**config.mk**
```make
export PLATFORM = sky130hd
export DESIGN_NAME = d_mem_arbiter
export DESIGN_NICKNAME = d
export VERILOG_FILES = /design/src/rtl/d_mem_arbiter_pkg.sv /design/src/rtl/d_mem_arbiter.sv
export SDC_FILE = /design/constraint.sdc
export NUM_CORES = 1
export LEC_CHECK = 0
export ABC_AREA = 1
export BUFFER_PORTS_ARGS = -buffer_cell sky130_fd_sc_hd__buf_2
export CORE_ASPECT_RATIO = 0.7
export CORE_MARGIN = 4
export CORE_UTILIZATION = 37
export DETAILED_ROUTE_END_ITERATION = 10
export PLACE_DENSITY_LB_ADDON = 0.25
export SYNTH_ARGS = -nofsm -noshare
export SYNTH_HDL_FRONTEND = slang
export SYNTH_SLANG_ARGS = --single-unit
```
**constraint.sdc**
```tcl
create_clock -name clk -period 1.84 [get_ports clk]
set_clock_uncertainty 0.2 [all_clocks]
set_input_delay 0.092 -clock clk [delete_from_list [all_inputs] [get_ports clk]]
set_output_delay 0.092 -clock clk [all_outputs]
set_load 0.1 [all_outputs]
```
**src/rtl/d_mem_arbiter_pkg.sv**
```systemverilog
// Shared data-memory definitions plus the arbiter state encoding.
// Imported by the D_MEM arbiter and its testbench.
package d_mem_arbiter_pkg;

    localparam int BITS     = 32;
    localparam int ADDRW    = 11;
    localparam int CP_LEN_W = 4;

    typedef enum logic [1:0] {
        BYTE = 2'd0,
        HALF = 2'd1,
        WORD = 2'd2
    } mem_data_t;

    typedef enum logic {
        ARB_IDLE,
        ARB_BURST
    } arb_state_t;

endpackage

```
**src/rtl/d_mem_arbiter.sv**
```systemverilog
// Shares the single D_MEM port between the CPU MEM stage and the image coprocessor.
// CPU has priority; a starvation counter forces a coprocessor grant, and bursts run one word per cycle.
module d_mem_arbiter
    import d_mem_arbiter_pkg::*;
#(
    parameter int STARVE_LIMIT = 4,
    parameter int LEN_W        = CP_LEN_W
) (
    input  logic             clk,
    input  logic             rst_n,

    input  logic             cpu_rd,
    input  logic             cpu_wr,
    input  logic [ADDRW-1:0] cpu_addr,
    input  logic [BITS-1:0]  cpu_wdata,
    input  mem_data_t        cpu_type,
    output logic [BITS-1:0]  cpu_rdata,
    output logic             cpu_stall,

    input  logic             cp_req,
    input  logic             cp_wr,
    input  logic [ADDRW-1:0] cp_base,
    input  logic [LEN_W-1:0] cp_len,
    input  logic [BITS-1:0]  cp_wdata,
    output logic             cp_gnt,
    output logic             cp_beat,
    output logic             cp_done,
    output logic [BITS-1:0]  cp_rdata,
    output logic             cp_rvalid,

    output logic [ADDRW-1:0] MEM_ADDR,
    output logic [BITS-1:0]  MEM_DATA_IN,
    output logic             MEM_WRITE,
    output logic             MEM_READ,
    output mem_data_t        MEM_DATA_TYPE,
    input  logic [BITS-1:0]  MEM_DATA_OUT
);

    localparam logic [3:0] STARVE_MAX = 4'(STARVE_LIMIT);

    arb_state_t       state_q, state_d;
    logic [3:0]       starve_q, starve_d;
    logic [LEN_W-1:0] beat_q, beat_d;
    logic [LEN_W-1:0] len_q, len_d;
    logic             wr_q, wr_d;
    logic [ADDRW-3:0] base_q, base_d;
    logic             rvalid_q;
    logic [BITS-1:0]  rdata_q;

    logic             cpuAccess;
    logic             grant;
    logic             lastBeat;
    logic             memWr;
    logic             memRd;
    logic [ADDRW-3:0] beatWord;

    assign cpuAccess = cpu_rd | cpu_wr;
    // Word address arithmetic wraps naturally at the top of the address space.
    assign beatWord  = base_q + (ADDRW-2)'(beat_q);

    always_comb begin
        state_d       = state_q;
        starve_d      = starve_q;
        beat_d        = beat_q;
        len_d         = len_q;
        wr_d          = wr_q;
        base_d        = base_q;
        grant         = 1'b0;
        lastBeat      = 1'b0;
        MEM_ADDR      = cpu_addr;
        MEM_DATA_IN   = cpu_wdata;
        MEM_DATA_TYPE = WORD;
        memWr         = 1'b0;
        memRd         = 1'b0;
        cpu_rdata     = '0;
        cpu_stall     = 1'b0;
        cp_gnt        = 1'b0;
        cp_beat       = 1'b0;
        cp_done       = 1'b0;

        unique case (state_q)
            ARB_IDLE: begin
                memWr     = cpu_wr;
                memRd     = cpu_rd;
                cpu_rdata = MEM_DATA_OUT;
                if (cpuAccess) begin
                    MEM_DATA_TYPE = cpu_type;
                end
                grant = cp_req && (!cpuAccess || starve_q == STARVE_MAX);
                if (grant) begin
                    starve_d = '0;
                    state_d  = ARB_BURST;
                    wr_d     = cp_wr;
                    base_d   = cp_base[ADDRW-1:2];
                    len_d    = cp_len;
                    beat_d   = '0;
                end else if (cp_req && cpuAccess && starve_q != STARVE_MAX) begin
                    starve_d = starve_q + 4'd1;
                end
            end
            ARB_BURST: begin
                MEM_ADDR    = {beatWord, 2'b00};
                MEM_DATA_IN = cp_wdata;
                memWr       = wr_q;
                memRd       = !wr_q;
                cp_beat     = 1'b1;
                cp_gnt      = (beat_q == '0);
                cpu_stall   = cpuAccess;
                lastBeat    = (beat_q == len_q);
                cp_done     = lastBeat;
                if (lastBeat) begin
                    state_d = ARB_IDLE;
                end else begin
                    beat_d = beat_q + 1'b1;
                end
            end
            default: state_d = ARB_IDLE;
        endcase
    end

    // Memory strobes are held off for the whole time reset is asserted.
    assign MEM_WRITE = memWr & rst_n;
    assign MEM_READ  = memRd & rst_n;

    always_ff @(posedge clk or negedge rst_n) begin
        if (!rst_n) begin
            state_q  <= ARB_IDLE;
            starve_q <= '0;
            beat_q   <= '0;
            len_q    <= '0;
            wr_q     <= 1'b0;
            base_q   <= '0;
        end else begin
            state_q  <= state_d;
            starve_q <= starve_d;
            beat_q   <= beat_d;
            len_q    <= len_d;
            wr_q     <= wr_d;
            base_q   <= base_d;
        end
    end

    // Read beats return their word one cycle later as a contiguous stream.
    always_ff @(posedge clk or negedge rst_n) begin
        if (!rst_n) begin
            rvalid_q <= 1'b0;
            rdata_q  <= '0;
        end else begin
            rvalid_q <= (state_q == ARB_BURST) && !wr_q;
            if ((state_q == ARB_BURST) && !wr_q) begin
                rdata_q <= MEM_DATA_OUT;
            end
        end
    end

    assign cp_rvalid = rvalid_q;
    assign cp_rdata  = rdata_q;

endmodule

```
==> results of run 1 <==
state kept, by name, summed over array words and instances, names as in the netlist:
name and count:
cp_rdata 32, base_q 9, beat_q 4, len_q 4, starve_q 4, cp_rvalid 1
state_q 1, wr_q 1
through the flow:
stage / util [%] / setup WS, ps / std cells / cell area (µm²) / hold WS, ps
floorplan: - / -337 / 498 / 3960 / -404
global placement: 72.6 / -223 / 855 / 6260 / 13.9
detailed placement: 72.6 / -287 / 855 / 6260 / 12.1
CTS: 82.7 / -519 / 919 / 7130 / 170
global route: 85.3 / -673 / 927 / 7350 / 213
finish: 85.3 / -599 / 927 / 7350 / 197
cells by family after synthesis:
kind of cell | share of synthesized area [%]
fa+ha+maj | 3.59
flops | 41.8
simple gates | 35.0
compound gates | 7.96
xor+xnor | 0.785
buf+inv | 10.8
final cells by class:
type / count / area, µm² / area share [%]
inverter: 61 / 239 / 3.25
multi-input combinational: 357 / 2330 / 31.7
clock buffer: 6 / 139 / 1.89
clock inverter: 2 / 13.8 / 0.187
timing repair buffer: 325 / 3070 / 41.8
sequential: 56 / 1410 / 19.1
tap: 120 / 150 / 2.04
placed cells by master, fill, tap and decap left out, drive strengths merged:
cell type and instances:
a21oi 2, ha 8, clkinv 1, inv 62
fa 1, nand4 2, dlygate4sd3 48, or2 2
nor3 4, a21boi 1, clkbuf 8, nor2 49
dfrtp 56, nand3 23, xor2 3, o21ai 49
nand2 213, buf 275
synthesized netlist by cell type, types with 2 or more instances:
cell / n
o21ai_1: 28
dfrtp_1: 56
ha_1: 8
inv_1: 57
nor2_1: 47
nor3_1: 4
buf_2: 20
nand2_2: 4
nand2_1: 208
a21oi_1: 2
nand3_1: 23
xor2_1: 3
inv_2: 3
buf_6: 2
clkbuf_1: 2
nand4_1: 2
o21ai_0: 20
worst reg2reg max path, stage by stage (launching register included):
cell and delay, ps:
dfrtp_1 410, buf_4 190, inv_2 80, nand2_1 60, nand2_1 60, nor2_2 110
nand2_2 110, buf_4 150, buf_4 150, nand2_4 90, nand3_1 70, nand2_1 70
worst max-delay path by stage:
stage                         to  slack [ps]  cells past startpoint
detailed placement  MEM_ADDR[10]        -290                     11
global placement     MEM_ADDR[8]        -220                     11
global route        MEM_ADDR[10]        -670                     11
CTS                 MEM_ADDR[10]        -520                     11
finish               MEM_ADDR[6]        -600                     11
floorplan            MEM_ADDR[6]        -340                      8
what timing repair did:
action,in CTS,in global routing
pin swaps,21,20
gates resized for setup,50,28
gates cloned,0,2
setup buffers,8,8
setup endpoints to repair,38,37
hold endpoints to repair,103,0
hold buffers,48,0
metal layers:
layer  wire, µm  up-vias
li1           -     2138
met1       5280     2087
met2       8180      193
met3       1090       36
met4        404        0
met5          0        -
==> results.py, run 1 <==
metrics = {
    "outcome": {
        "outcome": "complete, but fails checks",
        "violations": "setup timing",
    },
    "synthesis": {
        "async_reset_ff_share_pct": 100,
        "synth_area_leaders": "dfrtp_1 (42%), nand2_1 (23%), inv_1 (6.4%), nor2_1 (5.3%), o21ai_1 (4.2%)",
        "synth_top_area_cell": "dfrtp_1",
        "synthFlopType": "dfrtp_1",
        "avgSynthCellArea_um2": 6.73,
        "yosysUniqueCellTypes": 26,
        "yosys_warnings": 0,
        "syn_inst": 498,
        "seq_area_frac_synth_pct": 41.8,
        "synthesis.area_um2": 3350,
        "ys_seq_elements": 56,
        "synthDominantCellAreaShare_pct": 41.8,
        "syn-num-nets": 637,
        "synth_edf_count": 0,
    },
    "critical_path": {
        "crit_path_start": "base_q[0]",
        "cp_slowest_cell": "dfrtp_1",
        "slowest_delay_ps": 410,
        "crit_arrival_ps": 2150,
        "critical_path_required_ps": 1550,
        "reg2reg_to": "beat_q[0]",
        "reg2regPathDepth": 11,
        "critical_path_buf_inv_count": 4,
        "r2r_setup_slack_ps": 30,
        "path_class": "reg -> out",
        "crit_family": "adder cells",
        "startpoint_type": "register",
        "worstSetupEndpointType": "primary output",
        "timing.rr.start": "beat_q[0]",
        "path_cells": "ha_4 > inv_2 > fa_2 > inv_2 > nand2_4 > o21ai_4 > buf_4 > nand2_1 > nand2_1 > o21ai_4 > buf_12",
        "path_max_fanout": 5,
    },
    "clock_tree": {
        "cts_sinks": 56,
        "cts-root-buf": "clkbuf_16",
        "clkSlewWorstSetupHoldPaths_ps": 70,
        "numCtsBuffers": 5,
        "cts_max_path_buffers": 2,
        "htree_levels": 2,
        "clk_latency_ps": 290,
        "cts_tree": "yes",
    },
    "placement": {
        "dp_hpwl_um": 10300,
        "gp_congestion": 0.823,
        "io_buffers": 243,
    },
    "grt": {
        "grt_pass1_wl_um": 21600,
        "busiest_layer": "met2",
        "grt_max_degree": 61,
        "gr-usage-all-layers_pct": 25.3,
        "grt_use_met1_pct": 28.6,
        "use_met3_pct": 4.71,
        "grt_pass1_vias": 4369,
        "overflow": 0,
        "antenna_found_initial": 0,
        "use_met2_pct": 49.6,
    },
    "routing": {
        "drcViolationCount": 0,
        "routed_wl_um": 15000,
        "viasPerCell": 4.80,
        "drtPass1Iterations": 5,
        "routedWlPerCell_um": 16.1,
        "vias": 4454,
        "drt-initial-drc-count": 235,
        "ant_nets": 0,
    },
    "worst_hold_path": {
        "hold_path_end": "starve_q[1]",
        "min_path_cells": 6,
        "min_from": "cpu_wr",
        "hold_class": "in -> reg",
    },
    "timing": {
        "worst_pin_slew_ps": 515,
        "period_needed_ps": 2440,
        "setup_slack_ps": -599,
        "slew_viol_final": 0,
        "relSlewSlack_pct": 65.9,
        "min_period_over_period_pct": 133,
        "hold_viol": 0,
        "setup_viol": 12,
        "setup-tns-final_ps": -3340,
        "fmax_mhz": 410,
        "rsz0062_at_grt": "true",
    },
    "floorplan": {
        "num_rows": 28,
        "start_util_pct": 38.9,
        "io_pins": 246,
        "die_height_um": 87.6,
        "core_area_um2": 8620,
        "die_area_um2": 10700,
        "fp.dieW_um": 122,
    },
    "cells_and_area": {
        "antenna_cells": 0,
        "fill_cells": 505,
        "fin_nets": 945,
        "syn2layout_area_growth_pct": 119,
        "drive_above_1_share_pct": 51.9,
    },
    "run": {
        "max_cap_violations": 0,
    },
}
Power of run 1 is not shown: default switching activity piles up to over one toggle a cycle in this logic, so the estimate is an artifact.
==> run 2, diff against run 1 <==
ABC_AREA = default   (was 1)
CORE_ASPECT_RATIO = 0.9   (was 0.7)
==> run 2 against run 1 <==
Effect of this change: the flow still finishes with violations (setup timing); non-clock buffer count is 42 higher; via count is 1.5% higher; area after synthesis is 0.93% higher; critical endpoint is now MEM_ADDR[8]; cell count is 16% lower; critical path type unchanged; highest routed layer unchanged.
==> results.py, run 2 <==
metrics = {
    "outcome": {
        "outcome": "complete, but fails checks",
        "violations": "setup timing",
    },
    "clock_tree": {
        "cts_max_path_buffers": 2,
        "htree_levels": 2,
        "cts-root-buf": "clkbuf_8",
        "numCtsBuffers": 5,
        "clkSlewWorstSetupHoldPaths_ps": 120,
        "clk_latency_ps": 320,
        "cts_tree": "yes",
        "cts_sinks": 56,
    },
    "timing": {
        "fmax_mhz": 379,
        "relSlewSlack_pct": 50.9,
        "setup_viol": 105,
        "period_needed_ps": 2640,
        "hold_viol": 0,
        "min_period_over_period_pct": 143,
        "worst_pin_slew_ps": 736,
        "setup_slack_ps": -799,
        "slew_viol_final": 0,
        "rsz0062_at_grt": "true",
    },
    "synthesis": {
        "synth_most_common_cell": "mux2_2",
        "synth_area_leaders": "dfrtp_1 (41%), mux2_2 (25%), nor2b_1 (6.8%), ha_1 (3.0%), mux2_4 (2.2%)",
        "synthesis.area_um2": 3380,
        "synthFlopType": "dfrtp_1",
        "yosysUniqueCellTypes": 46,
        "yosys_warnings": 0,
        "async_reset_ff_share_pct": 100,
        "seq_area_frac_synth_pct": 41.5,
        "syn_inst": 297,
        "synth_edf_count": 0,
        "syn-num-nets": 436,
        "ys_seq_elements": 56,
        "ys_top_cells_by_count": "mux2_2 (75), dfrtp_1 (56), nor2b_1 (37)",
        "avgSynthCellArea_um2": 11.4,
        "synthDominantCellAreaShare_pct": 41.5,
        "synth_top_area_cell": "dfrtp_1",
    },
    "placement": {
        "io_buffers": 243,
        "post_dp_cell_area_um2": 6580,
        "place_inst": 672,
        "gp_congestion": 0.799,
        "dp_hpwl_um": 10100,
    },
    "cells_and_area": {
        "multiInputGateArea_um2": 2650,
        "finalInstanceArea_um2": 8300,
        "fill_cells": 215,
        "largest_reg_flops": 32,
        "final_cells": 779,
        "syn2layout_area_growth_pct": 146,
        "drive_above_1_share_pct": 76.1,
        "seqCellArea_um2": 1410,
        "final_cell_mix": "buf_2 (160), buf_12 (96), dfrtp_1 (52)",
        "fin_nets": 792,
        "final_common_cell": "buf_2",
    },
    "floorplan": {
        "num_rows": 32,
        "die_height_um": 98.7,
        "core_area_um2": 8730,
        "fp.dieW_um": 109,
        "die_area_um2": 10700,
        "io_pins": 246,
        "start_util_pct": 38.7,
    },
    "routing": {
        "viasPerCell": 5.80,
        "vias": 4521,
        "drtPass1Iterations": 5,
        "routed_wl_um": 24000,
        "routedWlPerCell_um": 30.8,
        "drcViolationCount": 0,
        "drt-initial-drc-count": 290,
        "ant_nets": 0,
    },
    "critical_path": {
        "worstSetupEndpointType": "primary output",
        "crit_path_start": "base_q[0]",
        "crit_arrival_ps": 2350,
        "startpoint_type": "register",
        "path_class": "reg -> out",
        "r2r_setup_slack_ps": -170,
        "timing.rr.start": "beat_q[2]",
        "path_max_fanout": 2,
        "critical_path_required_ps": 1550,
    },
    "grt": {
        "grt_pass1_vias": 4425,
        "grt_max_degree": 55,
        "gr-usage-all-layers_pct": 29.6,
        "antenna_found_initial": 5,
        "grt_pass1_wl_um": 24600,
        "overflow": 0,
    },
    "worst_hold_path": {
        "hold_class": "in -> reg",
        "min_from": "cpu_wr",
    },
    "run": {
        "max_cap_violations": 0,
    },
}
==> run 2: worst max-delay path: stages (launching register included) <==
cell     delay (ps)
dfrtp_1         440
ha_4            180
inv_4            40
fa_2            390
nor2b_4         150
buf_4           150
o31ai_4          80
xor2_2          200
a21oi_4         190
buf_12          200
==> run 2: cell families after synthesis <==
| family | count (synthesis) | synth area share [%] |
|---|---|---|
| AND/OR/NAND/NOR | 83 | 14.7 |
| multiplexers | 81 | 27.5 |
| flip-flops | 56 | 41.5 |
| AO/OA/AOI/OAI | 32 | 6.96 |
| buffers and inverters | 29 | 4.03 |
| adder cells (fa/ha/maj) | 9 | 3.55 |
| XOR/XNOR | 7 | 1.81 |
==> run 2: path summary, 6_finish.rpt <==
check / endpoint / cells past startpoint
max: MEM_ADDR[8] / 9
min: base_q[7] / 6
max reg2reg: beat_q[3] / 7
min reg2reg: cp_rdata[13] / 1
max in group asynchronous: state_q / 3
min in group asynchronous: len_q[0] / 3
==> run 2: stage by stage <==
| step | util [%] | TNS (ps) | hold slack [ps] | setup WS (ps) |
|---|---|---|---|---|
| 2_1_floorplan | - | -28620 | -404 | -1060 |
| 3_3_place_gp | 75.4 | -1130 | -295 | -399 |
| 3_5_place_dp | 75.4 | -1360 | -295 | -453 |
| 4_1_cts | 90.3 | -12370 | 192 | -639 |
| 5_1_grt | 95.1 | -21310 | 325 | -841 |
| 6_report | 95.1 | -19400 | 319 | -799 |
==> run 2: area by class of cell <==
type	instances	area share (%)
clock inverter	3	0.557
sequential	56	17.0
inverter	11	0.527
clock buffer	5	0.829
multi-input combinational	212	31.9
tap	119	1.79
timing repair buffer	367	47.3
antenna	6	0.181
==> run 2: what timing repair did <==
item                                    CTS  global route
pin swaps                                17            15
endpoints found under the hold margin   104             0
hold buffers                             49             0
resized for setup                        88            73
cloned                                    9             4
setup buffers                            12            28
endpoints found under the setup margin   77           115
==> run 2: metal layers <==
| metal | up-vias | global-route usage [%] | routed length, µm |
|---|---|---|---|
| li1 | 1763 | - | - |
| met1 | 2191 | 29.4 | 7450 |
| met2 | 410 | 59.1 | 12000 |
| met3 | 157 | 5.76 | 2280 |
| met4 | 0 | 11.2 | 2210 |
| met5 | - | 0 | 0 |
Power of run 2 is left out for the same reason.
==> run 3, diff against run 2 <==
ABC_AREA = 1   (was default)
CORE_UTILIZATION = 38   (was 37)
CTS_BUF_LIST = sky130_fd_sc_hd__clkbuf_2   (was default)
==> run 3 against run 2 <==
Effect of this change: the run now fails in global routing (5_1_grt); area after synthesis is 0.93% lower; synthesized cell count is 68% higher.
==> results.py, run 3 <==
metrics = {
    "floorplan": {
        "io_pins": 246,
        "fp.dieW_um": 107,
        "die_height_um": 97.1,
        "start_util_pct": 39.1,
        "num_rows": 32,
    },
    "synthesis": {
        "synthDominantCellAreaShare_pct": 41.8,
        "synth_edf_count": 0,
        "avgSynthCellArea_um2": 6.73,
        "yosysUniqueCellTypes": 26,
        "yosys_warnings": 0,
        "syn-num-nets": 637,
        "synth_top_area_cell": "dfrtp_1",
        "syn_inst": 498,
        "async_reset_ff_share_pct": 100,
        "ys_top_cells_by_count": "nand2_1 (208), inv_1 (57), dfrtp_1 (56)",
        "synthFlopType": "dfrtp_1",
        "ys_seq_elements": 56,
        "seq_area_frac_synth_pct": 41.8,
        "synthesis.area_um2": 3350,
        "synth_most_common_cell": "nand2_1",
        "synth_area_leaders": "dfrtp_1 (42%), nand2_1 (23%), inv_1 (6.4%), nor2_1 (5.3%), o21ai_1 (4.2%)",
    },
    "grt": {
        "antenna_found_initial": 3,
        "gr-usage-all-layers_pct": 75.9,
        "grt_max_degree": 65,
        "overflow": 82,
    },
    "outcome": {
        "firstError": "[ERROR GRT-0232] Routing congestion too high. Check the congestion heatmap in the GUI.",
        "lastStage": "global routing (5_1_grt)",
        "outcome": "stopped before the end",
    },
    "placement": {
        "place_inst": 852,
        "dp_hpwl_um": 10900,
        "io_buffers": 243,
        "pre_cts_slack_ps": -325,
        "post_dp_cell_area_um2": 6590,
        "gp_congestion": 0.850,
    },
    "clock_tree": {
        "cts_max_path_buffers": 2,
        "numCtsBuffers": 5,
        "htree_levels": 2,
        "cts-root-buf": "clkbuf_2",
        "cts_sinks": 56,
    },
    "timing": {
        "grt_worst_setup_endpoint": "MEM_ADDR[6]",
        "worstEpCategory": "top-level output",
    },
}
==> run 3: cell count changes after synthesis, sizes merged, moves of 4 or more <==
cell and change:
nand3 +13, mux2 -80, nor2 +44, buf +9
nand2 +204, nor2b -38, o31ai -4, inv +50
o21ai +35
==> run 3: metrics by stage <==
step	setup TNS (ps)	hold WS, ps
floorplan	-1240	-404
global placement	-548	-1.62
detailed placement	-761	9.06
CTS	-15230	60.3
==> run 3: repair_timing <==
item                                    CTS
endpoints found under the setup margin   77
endpoints found under the hold margin   106
hold buffers                             50
pin swaps                                37
gates resized for setup                  83
gates cloned                              5
buffers inserted                         11
==> run 3: per-layer routing <==
metal | global-route usage, % | overflow
met1 | 73.1 | 1
met2 | 92.8 | 49
met3 | 59.6 | 3
met4 | 84.8 | 29
met5 | 11.2 | 0
==> run 3: cell families after synthesis <==
group,Yosys count,share of synthesized area [%]
AO/OA/AOI/OAI,52,7.96
AND/OR/NAND/NOR,293,35.0
XOR/XNOR,3,0.785
flip-flops,56,41.8
adder cells (fa/ha/maj),9,3.59
buffers and inverters,85,10.8
==> run 4, diff against run 3 <==
CORE_ASPECT_RATIO = default   (was 0.9)
CORE_UTILIZATION = 40   (was 38)
CTS_BUF_LIST = default   (was sky130_fd_sc_hd__clkbuf_2)
PLACE_DENSITY_LB_ADDON = 0.15   (was 0.25)
clock period = 2.39 ns   (was 1.84 ns; I/O delays follow)
==> run 4 against run 3 <==
Effect of this change: the flow now finishes without violations.
==> results.py, run 4 (same netlist as run 1, synthesis figures left out) <==
metrics = {
    "floorplan": {
        "io_pins": 246,
        "fp.dieW_um": 99.5,
        "num_rows": 33,
        "die_area_um2": 9900,
        "die_height_um": 99.5,
        "start_util_pct": 41.0,
        "core_area_um2": 8180,
    },
    "grt": {
        "grt_pass1_vias": 4112,
        "antenna_found_initial": 0,
        "gr-usage-all-layers_pct": 23.5,
        "overflow": 0,
        "grt_max_degree": 84,
        "grt_pass1_wl_um": 19000,
    },
    "clock_tree": {
        "clkSlewWorstSetupHoldPaths_ps": 110,
        "cts_max_path_buffers": 2,
        "cts-root-buf": "clkbuf_8",
        "clk_latency_ps": 310,
        "cts_sinks": 56,
        "numCtsBuffers": 5,
        "cts_tree": "yes",
        "htree_levels": 2,
    },
    "critical_path": {
        "worstSetupEndpointType": "primary output",
        "path_cells": "ha_2 > inv_2 > fa_2 > inv_2 > nand2_4 > o21ai_4 > nand2_1 > nand2_1 > nand3_2 > nand2_2 > buf_12",
        "path_max_fanout": 6,
        "critical_path_required_ps": 2070,
        "path_class": "reg -> out",
        "slowest_delay_ps": 370,
        "cp_slowest_cell": "dfrtp_1",
        "crit_arrival_ps": 2060,
        "startpoint_type": "register",
    },
    "cells_and_area": {
        "syn2layout_area_growth_pct": 66.4,
        "drive_above_1_share_pct": 37.9,
        "finalInstanceArea_um2": 5570,
        "antenna_cells": 0,
        "fin_nets": 921,
        "utilization_pct": 68.2,
        "largest_reg_flops": 32,
        "final_cell_mix": "buf_2 (230), nand2_1 (204), inv_1 (55), dfrtp_1 (55), dlygate4sd3_1 (48)",
        "final_common_cell": "buf_2",
    },
    "timing": {
        "period_needed_ps": 2380,
        "slew_viol_final": 0,
        "min_period_over_period_pct": 99.6,
        "worst_pin_slew_ps": 554,
        "rsz0062_at_grt": "true",
        "hold_viol": 0,
        "setup_viol": 0,
        "fmax_mhz": 420,
        "relSlewSlack_pct": 63.1,
    },
    "run": {
        "max_cap_violations": 0,
    },
    "routing": {
        "routed_wl_um": 12100,
        "viasPerCell": 4.63,
        "drtPass1Iterations": 4,
        "vias": 4109,
        "routedWlPerCell_um": 13.6,
        "drcViolationCount": 0,
        "drt-initial-drc-count": 176,
        "ant_nets": 0,
    },
    "worst_hold_path": {
        "hold_class": "in -> reg",
    },
    "placement": {
        "io_buffers": 243,
        "post_dp_cell_area_um2": 4880,
        "dp_hpwl_um": 8730,
        "gp_congestion": 0.902,
    },
    "outcome": {
        "outcome": "complete, no violations",
    },
}
## run 4: critical path, delay by kind of cell, from the launching register on
kind	cells	cell delay, ps
AOI/OAI and AO/OA	1	180
and+or+nand+nor	5	370
DFF	1	370
adders and majority gates	2	530
buffers and inverters	3	300
## run 4: timing repair
| action | 4_1_cts | 5_1_grt |
|---|---|---|
| hold buffers | 48 | 0 |
| hold endpoints to repair | 103 | 0 |
| resized for setup | 8 | 7 |
| endpoints found under the setup margin | 6 | 6 |
| pin swaps | 4 | 4 |
| buffers inserted | 3 | 0 |
## run 4: final timing paths
kind                            cells past startpoint            to  slack [ps]   startpoint
max in group asynchronous                           3       state_q        1360        rst_n
worst max register to register                      7     base_q[7]         530      state_q
min in group asynchronous                           3  cp_rdata[16]         210        rst_n
worst max-delay path                               11  MEM_ADDR[10]          10    base_q[0]
worst min register to register                      2   cp_rdata[2]         290  cp_rdata[2]
worst min-delay path                                6   starve_q[1]         150       cpu_wr
## run 4: stage by stage
stage / cells / setup WS (ps) / setup TNS (ps) / hold slack, ps
6_report: 888 / 9.88 / 0 / 147
5_1_grt: 888 / -94.6 / -272 / 146
4_1_cts: 888 / -14.4 / -22.3 / 131
3_5_place_dp: 829 / 204 / 0 / -33.2
3_3_place_gp: 829 / 224 / 0 / -28.5
2_1_floorplan: 498 / -227 / -7940 / -376
## run 4: layout make-up
class                      count  area [µm²]
inverter                      61         231
fill                         683        2600
timing repair buffer         301        1990
sequential                    56        1400
clock inverter                 3        68.8
multi-input combinational    357        1690
clock buffer                   5        68.8
tap                          105         131
## run 4: routing by layer
layer | GRT usage [%] | vias to the layer above | share of wire, %
met5 | 0 | - | 0
li1 | - | 2081 | -
met3 | 4.42 | 19 | 7.4
met1 | 25.7 | 1847 | 37
met2 | 45.8 | 162 | 54
met4 | 6.72 | 0 | 2.1
Power of run 4 is left out for the same reason.
